[config.mk]
export PLATFORM = sky130hd
export DESIGN_NAME = ascon_ctrl_fsm
export DESIGN_NICKNAME = d
export VERILOG_FILES = /design/src/rtl/ascon_pkg.sv /design/src/rtl/ascon_ctrl_fsm.sv
export SDC_FILE = /design/constraint.sdc
export NUM_CORES = 1
export LEC_CHECK = 0
export CAP_MARGIN = 20
export CORE_UTILIZATION = 50
export CTS_BUF_LIST = sky130_fd_sc_hd__clkbuf_2
export DETAILED_ROUTE_END_ITERATION = 12
export PLACE_DENSITY_LB_ADDON = 0.12
export SKIP_LAST_GASP = 1
export SLEW_MARGIN = 0
export SYNTH_ARGS = -nofsm -noshare
export SYNTH_HDL_FRONTEND = slang
export SYNTH_SLANG_ARGS = --single-unit
[constraint.sdc]
create_clock -name clock_cpt_i -period 3.05 [get_ports clock_cpt_i]
set_input_delay 0.305 -clock clock_cpt_i [delete_from_list [all_inputs] [get_ports clock_cpt_i]]
set_output_delay 0.305 -clock clock_cpt_i [all_outputs]
set_load 0.01 [all_outputs]
[src/rtl/ascon_pkg.sv]
// Shared types and constants for the ASCON-128 control slice.
// Holds the controller state encoding, the round-counter landmarks and a width helper.
// No logic; imported by ascon_ctrl_fsm.
package ascon_pkg;

  typedef enum logic [3:0] {
    IDLE       = 4'd0,
    INIT_CONF  = 4'd1,
    INIT_PERM  = 4'd2,
    AD_WAIT    = 4'd3,
    AD_PERM    = 4'd4,
    PT_WAIT    = 4'd5,
    PT_PERM    = 4'd6,
    FINAL_PERM = 4'd7,
    DONE       = 4'd8
  } state_t;

  // Round-counter landmarks: p12 starts at 0, p6 starts at 6, both end at 11.
  localparam logic [3:0] ROUND_P12_FIRST = 4'd0;
  localparam logic [3:0] ROUND_P6_FIRST  = 4'd6;
  localparam logic [3:0] ROUND_LAST      = 4'd11;

  // Bits needed to count blocks 0..n_max inclusive.
  function automatic int blk_cnt_width(input int n_max);
    return (n_max < 1) ? 1 : $clog2(n_max + 1);
  endfunction

endpackage

[src/rtl/ascon_ctrl_fsm.sv]
// Sequences one ASCON-128 AEAD operation (init, AD blocks, PT blocks, final/tag).
// Outputs decode the current state, round_i and data_valid_i combinationally; state moves each core cycle.
// WAIT states hold with data_ready_o=1 until data_valid_i; optional abort via ASCON_CTRL_ABORT_EN.
module ascon_ctrl_fsm
  import ascon_pkg::*;
#(
  parameter int N_AD_BLOCKS = 1,
  parameter int N_PT_BLOCKS = 4
) (
  input  logic       clock_cpt_i,
  input  logic       reset_i,
  input  logic       start_i,
  input  logic       data_valid_i,
  input  logic [3:0] round_i,
`ifdef ASCON_CTRL_ABORT_EN
  input  logic       abort_i,
`endif
  output logic       cpt_enable_o,
  output logic       cpt_init_a_o,
  output logic       cpt_init_b_o,
  output logic       en_reg_state_o,
  output logic       data_sel_o,
  output logic       xor_data_o,
  output logic       xor_key_begin_o,
  output logic       xor_key_end_o,
  output logic       xor_lsb_end_o,
  output logic       en_cipher_o,
  output logic       en_tag_o,
  output logic       data_ready_o,
  output logic       busy_o,
  output logic       end_o
);

  localparam int BW = blk_cnt_width((N_AD_BLOCKS > N_PT_BLOCKS) ? N_AD_BLOCKS : N_PT_BLOCKS);
  // AD count is checked after its increment, PT count before it.
  localparam logic [BW-1:0] AD_LAST     = BW'(N_AD_BLOCKS);
  localparam logic [BW-1:0] PT_LAST_PRE = BW'(N_PT_BLOCKS - 1);

  state_t          r_state;
  logic [BW-1:0]   r_blk_cnt;
  state_t          w_state_nxt;
  logic [BW-1:0]   w_blk_cnt_nxt;

  // State and block counter registers.
  always_ff @(posedge clock_cpt_i or negedge reset_i) begin
    if (!reset_i) begin
      r_state   <= IDLE;
      r_blk_cnt <= '0;
    end else begin
      r_state   <= w_state_nxt;
      r_blk_cnt <= w_blk_cnt_nxt;
    end
  end

  // Next-state and output decode.
  always_comb begin
    w_state_nxt     = r_state;
    w_blk_cnt_nxt   = r_blk_cnt;
    cpt_enable_o    = 1'b0;
    cpt_init_a_o    = 1'b0;
    cpt_init_b_o    = 1'b0;
    en_reg_state_o  = 1'b0;
    data_sel_o      = 1'b0;
    xor_data_o      = 1'b0;
    xor_key_begin_o = 1'b0;
    xor_key_end_o   = 1'b0;
    xor_lsb_end_o   = 1'b0;
    en_cipher_o     = 1'b0;
    en_tag_o        = 1'b0;
    data_ready_o    = 1'b0;
    busy_o          = (r_state != IDLE);
    end_o           = 1'b0;

    case (r_state)
      IDLE: begin
        if (start_i) w_state_nxt = INIT_CONF;
      end
      INIT_CONF: begin
        cpt_enable_o   = 1'b1;
        cpt_init_a_o   = 1'b1;
        en_reg_state_o = 1'b1;
        w_state_nxt    = INIT_PERM;
      end
      INIT_PERM: begin
        cpt_enable_o   = 1'b1;
        en_reg_state_o = 1'b1;
        data_sel_o     = 1'b1;
        if (round_i == ROUND_LAST) begin
          xor_key_end_o = 1'b1;
          w_state_nxt   = AD_WAIT;
          w_blk_cnt_nxt = '0;
        end
      end
      AD_WAIT: begin
        data_ready_o = 1'b1;
        if (data_valid_i) begin
          cpt_enable_o  = 1'b1;
          cpt_init_b_o  = 1'b1;
          w_blk_cnt_nxt = r_blk_cnt + BW'(1);
          w_state_nxt   = AD_PERM;
        end
      end
      AD_PERM: begin
        cpt_enable_o   = 1'b1;
        en_reg_state_o = 1'b1;
        data_sel_o     = 1'b1;
        if (round_i == ROUND_P6_FIRST) xor_data_o = 1'b1;
        if (round_i == ROUND_LAST) begin
          if (r_blk_cnt == AD_LAST) begin
            xor_lsb_end_o = 1'b1;
            w_state_nxt   = PT_WAIT;
            w_blk_cnt_nxt = '0;
          end else begin
            w_state_nxt   = AD_WAIT;
          end
        end
      end
      PT_WAIT: begin
        data_ready_o = 1'b1;
        if (data_valid_i) begin
          cpt_enable_o  = 1'b1;
          w_blk_cnt_nxt = r_blk_cnt + BW'(1);
          if (r_blk_cnt == PT_LAST_PRE) begin
            cpt_init_a_o = 1'b1;
            w_state_nxt  = FINAL_PERM;
          end else begin
            cpt_init_b_o = 1'b1;
            w_state_nxt  = PT_PERM;
          end
        end
      end
      PT_PERM: begin
        cpt_enable_o   = 1'b1;
        en_reg_state_o = 1'b1;
        data_sel_o     = 1'b1;
        if (round_i == ROUND_P6_FIRST) begin
          xor_data_o  = 1'b1;
          en_cipher_o = 1'b1;
        end
        if (round_i == ROUND_LAST) w_state_nxt = PT_WAIT;
      end
      FINAL_PERM: begin
        cpt_enable_o   = 1'b1;
        en_reg_state_o = 1'b1;
        data_sel_o     = 1'b1;
        // The last plaintext block is absorbed on the first round of p12.
        if (round_i == ROUND_P12_FIRST) begin
          xor_data_o      = 1'b1;
          xor_key_begin_o = 1'b1;
          en_cipher_o     = 1'b1;
        end
        if (round_i == ROUND_LAST) begin
          xor_key_end_o = 1'b1;
          en_tag_o      = 1'b1;
          w_state_nxt   = DONE;
        end
      end
      DONE: begin
        end_o       = 1'b1;
        w_state_nxt = IDLE;
      end
      default: begin
        w_state_nxt   = IDLE;
        w_blk_cnt_nxt = '0;
      end
    endcase

`ifdef ASCON_CTRL_ABORT_EN
    // Abort wins over everything: silence the datapath this cycle and drop to IDLE.
    if (abort_i && (r_state != IDLE)) begin
      w_state_nxt     = IDLE;
      w_blk_cnt_nxt   = '0;
      cpt_enable_o    = 1'b0;
      cpt_init_a_o    = 1'b0;
      cpt_init_b_o    = 1'b0;
      en_reg_state_o  = 1'b0;
      data_sel_o      = 1'b0;
      xor_data_o      = 1'b0;
      xor_key_begin_o = 1'b0;
      xor_key_end_o   = 1'b0;
      xor_lsb_end_o   = 1'b0;
      en_cipher_o     = 1'b0;
      en_tag_o        = 1'b0;
      data_ready_o    = 1'b0;
      busy_o          = 1'b0;
      end_o           = 1'b0;
    end
`endif
  end

endmodule

### Yosys cells after proc, flatten, opt, wreduce, memory -nomap -nowiden

Cells that the tools add are included.

| storage, ports and cells | value |
|---|---|
| flip-flop bits (word level) | 7 |
| bits of input ports | 8 |
| output and inout port bits | 14 |
| word-level logic and storage cells | 74 |

| cells by class | value |
|---|---|
| add/sub/neg operators | 1 |
| equality and inequality tests | 21 |
| muxes and demuxes | 38 |
| bitwise logic cells | 1 |
| reduce and logical (&&, ||, !) cells | 11 |

Operators with widths:

| operator | number |
|---|---|
| $pmux W4 S8 | 1 |
| $mux W4 | 7 |
| $eq A4 B3 Y1 const B | 5 |
| $mux W1 | 19 |
| $ne A2 B2 Y1 const B | 8 |
| $mux W3 | 5 |
| $pmux W3 S4 | 1 |
| $pmux W1 S2 | 5 |
| $reduce_or A5 Y1 | 2 |
| $eq A4 B2 Y1 const B | 2 |
| $eq A4 B4 Y1 const B | 2 |
| $logic_not A4 Y1 | 2 |
| $reduce_and A7 Y1 | 1 |
| $reduce_or A2 Y1 | 3 |
| $reduce_and A5 Y1 | 1 |
| $eq A4 B1 Y1 const B | 1 |
| $reduce_bool A4 Y1 | 1 |
| $reduce_or A4 Y1 | 1 |
| $add A3 B1 Y3 const B | 1 |
| $eq A3 B1 Y1 const B | 1 |
| $eq A3 B2 Y1 const B | 1 |
| $ne A2 B1 Y1 const B | 1 |
| $not A1 Y1 | 1 |

### Logic depth before layout (Yosys ltp)

| depth | value |
|---|---|
| depth in word-level cells | 4 |
| mapped depth | 6 |

### Worst setup path after synthesis

OpenSTA, ideal clock, no wires.

| path | value |
|---|---|
| path type | reg-to-output |
| start point | register r_state[3] |
| end point | output en_cipher_o |
| arrival | 1.459 ns |
| required time | 2.745 ns |
| slack | 1.286 ns |
| stages on the path, launching flop included | 5 |
| path buffers | 1 |
| cell sequence | dfrtp_1 -> clkbuf_1 -> nand2b_1 -> or3_1 -> a211oi_1 |

| between the ends | value |
|---|---|
| cells in the longest elaborated chain, start to end | 2 |

RTL lines:

| what | line | source |
|---|---|---|
| start, declared | ascon_ctrl_fsm.sv:39 | `state_t r_state;` |
| start signal, assigned | ascon_ctrl_fsm.sv:50 | `r_state <= w_state_nxt;` |
| $eq A4 B3 Y1 | ascon_ctrl_fsm.sv:74 | `case (r_state)` |
| $pmux W1 S2 (*) | ascon_ctrl_fsm.sv:74 |  |
| end, declared | ascon_ctrl_fsm.sv:27 | `output logic en_cipher_o,` |

Mark *: on every way between the ends. The rest lies on a longest branch, timed or not.

### Worst setup path after layout

| path | value |
|---|---|
| start point | register r_state[2] |
| end point | output en_cipher_o |

Same word-level chain as after synthesis.

==> results.md <==
- Status: finished, final reports clean
- Setup TNS: 0 ps
- Syn Area/Cell: roughly 8.1 µm²
- Detail Route Antenna Nets: 0
- Maxcap violations: 0
- DR vias/cell: about 5.8
- Slowest library cell on the worst path: dfrtp_1
- Ys flop type: dfrtp_1
- Total number of H-tree levels: 1
- Post-Syn Area: 663 µm²
- Chip width: between 30 and 40 µm
- EDFF count, synth: 0
- Post-CTS Hold Fix Bufs: 0
- CTS tree: done
- Total Routed Length: approximately 1.5 mm
- Async SR Flop Fraction: 1.00
- Max Transition Viols Final: 0
- CP Capture Type: primary output
- Share of the synthesized area in the top cell type: 0.264
- Crit path max fanout: 15
- Worst ir drop on vdd: about 800 µV
- Antenna violations before repair: 0
- Via count: between 600 and 700
- CP startpoint kind: register
- Tot GR Track Use: 0.227
- Max clock buf depth: 2
- # port buffers: 21
- DRC viols: 0
- RSZ-0062 raised after global routing: false
- Yosys warning count: 0
- Crit path arrival time: 2270 ps
- Post-synth top cells: a21oi_1, dfrtp_1, nand2_1
- Crit share post-route: 0.845
- Die height: ~38 µm
- CP bufs+invs: 1
- CP required: around 2700 ps
- Pre-CTS setup slack: 741 ps
- Post-Syn Nets: just over 90
- HPWL after DPL: about 1.1 mm
- Crit-path leading delay family: flip-flops
- Antenna cell count: 0
- Crit path cell chain: nand2b_1 > or3_1 > a211oi_1 > clkdlybuf4s50_1
- Worst slew pin tran: around 560 ps
- Min Clock Period, post-route: 2580 ps
- Total congestion overflow: 0
- Gp weighted congestion: between 0.7 and 0.8
- Core area: 0.00117 mm²
- Share of cells above drive strength 1: 0.129
- CTS clk-pin slew, worst paths: around 80 ps
- Area growth syn-to-layout: 32.5%
- Post-Synthesis Cells: 82
- Setup slack after layout: roughly 470 ps
- # fillers: 94
- Initial Util: 0.566
- Peak per-stage delay on the critical path: 670 ps
- Die ar.: ~0.0015 mm²
- Root buffer cell: clkbuf_2
- Total CTS buffers: 3
- Area leader, netlist: dfrtp_1
- Fin nets: between 100 and 150
- Leakage Power: ~0.00035 µW
- Flop and latch count out of synthesis: 7
- Std-Cell Rows: 12
- Min-Delay Path Class: in2async
- Final hold violations: 0
- Power density cells: around 1000 mW/mm²
- Sequential fraction of the synthesis area: 0.264
- Initial DRT Pass Iterations: 4
- F_max: 388 MHz
- Worst setup path class: reg2out
- DR iter-0 viols: 16
- Top-count cell post-synth: a21oi_1
- Worst skew pair latency: around 240 ps
- Top cells by area, synth: dfrtp_1, a21oi_1, ha_1
- Largest net degree at the start of global routing: 21
- Final setup violation count: 0
- Worst Skew: about 8.1 ps
- Setup bufs post-CTS: 0
- Clock sinks: 7
- Vias in the first global route: 528
- Netlist cell types: 35
- First-pass GRT wire length: 2.26 mm
- I/O pins: 22
- Post-CTS Resized: 0
- Max-slew headroom: 0.624
- WL/cell: between 10 and 15 µm
-- kinds of logic after synthesis --
| group | Yosys count | synth area share |
|---|---|---|
| fa+ha+maj | 3 | 0.0566 |
| compound gates | 22 | 0.223 |
| mux | 3 | 0.0528 |
| xor+xnor | 2 | 0.0377 |
| flops | 7 | 0.264 |
| buf+inv | 11 | 0.0773 |
| simple gates | 34 | 0.289 |
-- path summary, 6_finish.rpt --
path	from	to	slack, ps	cells after the start
max	r_state[2]	en_cipher_o	470	4
min	reset_i	r_state[0]	300	1
max reg2reg	r_state[0]	r_state[0]	1150	4
min reg2reg	r_blk_cnt[0]	r_blk_cnt[0]	540	1
max in group asynchronous	reset_i	r_blk_cnt[1]	2520	1
min in group clock_cpt_i	r_blk_cnt[0]	r_blk_cnt[0]	540	1
-- layout by cell type, fill, tap and decap left out, drive strengths merged, types with 2 or more instances in the layout --
cell / synthesis / routed
a211oi: 2 / 2
nand2: 7 / 7
clkdlybuf4s50: 0 / 21
clkbuf: 2 / 4
mux2i: 2 / 2
nand2b: 6 / 6
a21oi: 12 / 12
o22ai: 2 / 2
ha: 3 / 3
dfrtp: 7 / 7
inv: 5 / 5
nor3: 6 / 6
nor2: 6 / 6
nand3: 2 / 2
-- flip-flops by register name, indices dropped and copies added (netlist names) --
name,count
r_blk_cnt,3
r_state,4
-- metal layers --
metal  vias to the layer above  track usage  share of wire
met5                         -            0              0
met4                         0        0.103          0.014
met3                         2       0.0174          0.072
met2                        31        0.373           0.46
met1                       296        0.302           0.45
li1                        335            -              -
-- worst register-to-register path: cells and delay by family, from the launching register on --
family	cells	cell delay, ps
compound gates	3	740
flops	1	700
mux	1	340
-- power by group --
| group | total, µW | internal, µW | switching, µW |
|---|---|---|---|
| clock network | 69.8 | 34.8 | 34.9 |
| registers | 243 | 134 | 109 |
| logic | 584 | 317 | 266 |
-- layout make-up --
| class | count | area (µm²) | area share |
|---|---|---|---|
| Timing Repair Buffer | 21 | 210 | 0.239 |
| Multi-Input combinational cell | 64 | 437 | 0.497 |
| Tap cell | 14 | 17.5 | 0.0199 |
| Inverter | 5 | 18.8 | 0.0214 |
| Clock buffer | 4 | 20.0 | 0.0228 |
| Sequential cell | 7 | 175 | 0.199 |
-- per-stage QoR --
| stage | util | power (µW) | std cells | hold WS, ps | area [µm²] |
|---|---|---|---|---|---|
| floorplan | - | 639 | 82 | 9.41 | 663 |
| global placement | 0.733 | 811 | 111 | 505 | 858 |
| detailed placement | 0.733 | 828 | 111 | 536 | 858 |
| CTS | 0.750 | 900 | 115 | 307 | 878 |
| global route | 0.750 | 983 | 115 | 316 | 878 |
| finish | 0.750 | 896 | 115 | 303 | 878 |
Note: power is estimated with default switching activity, not from simulation.
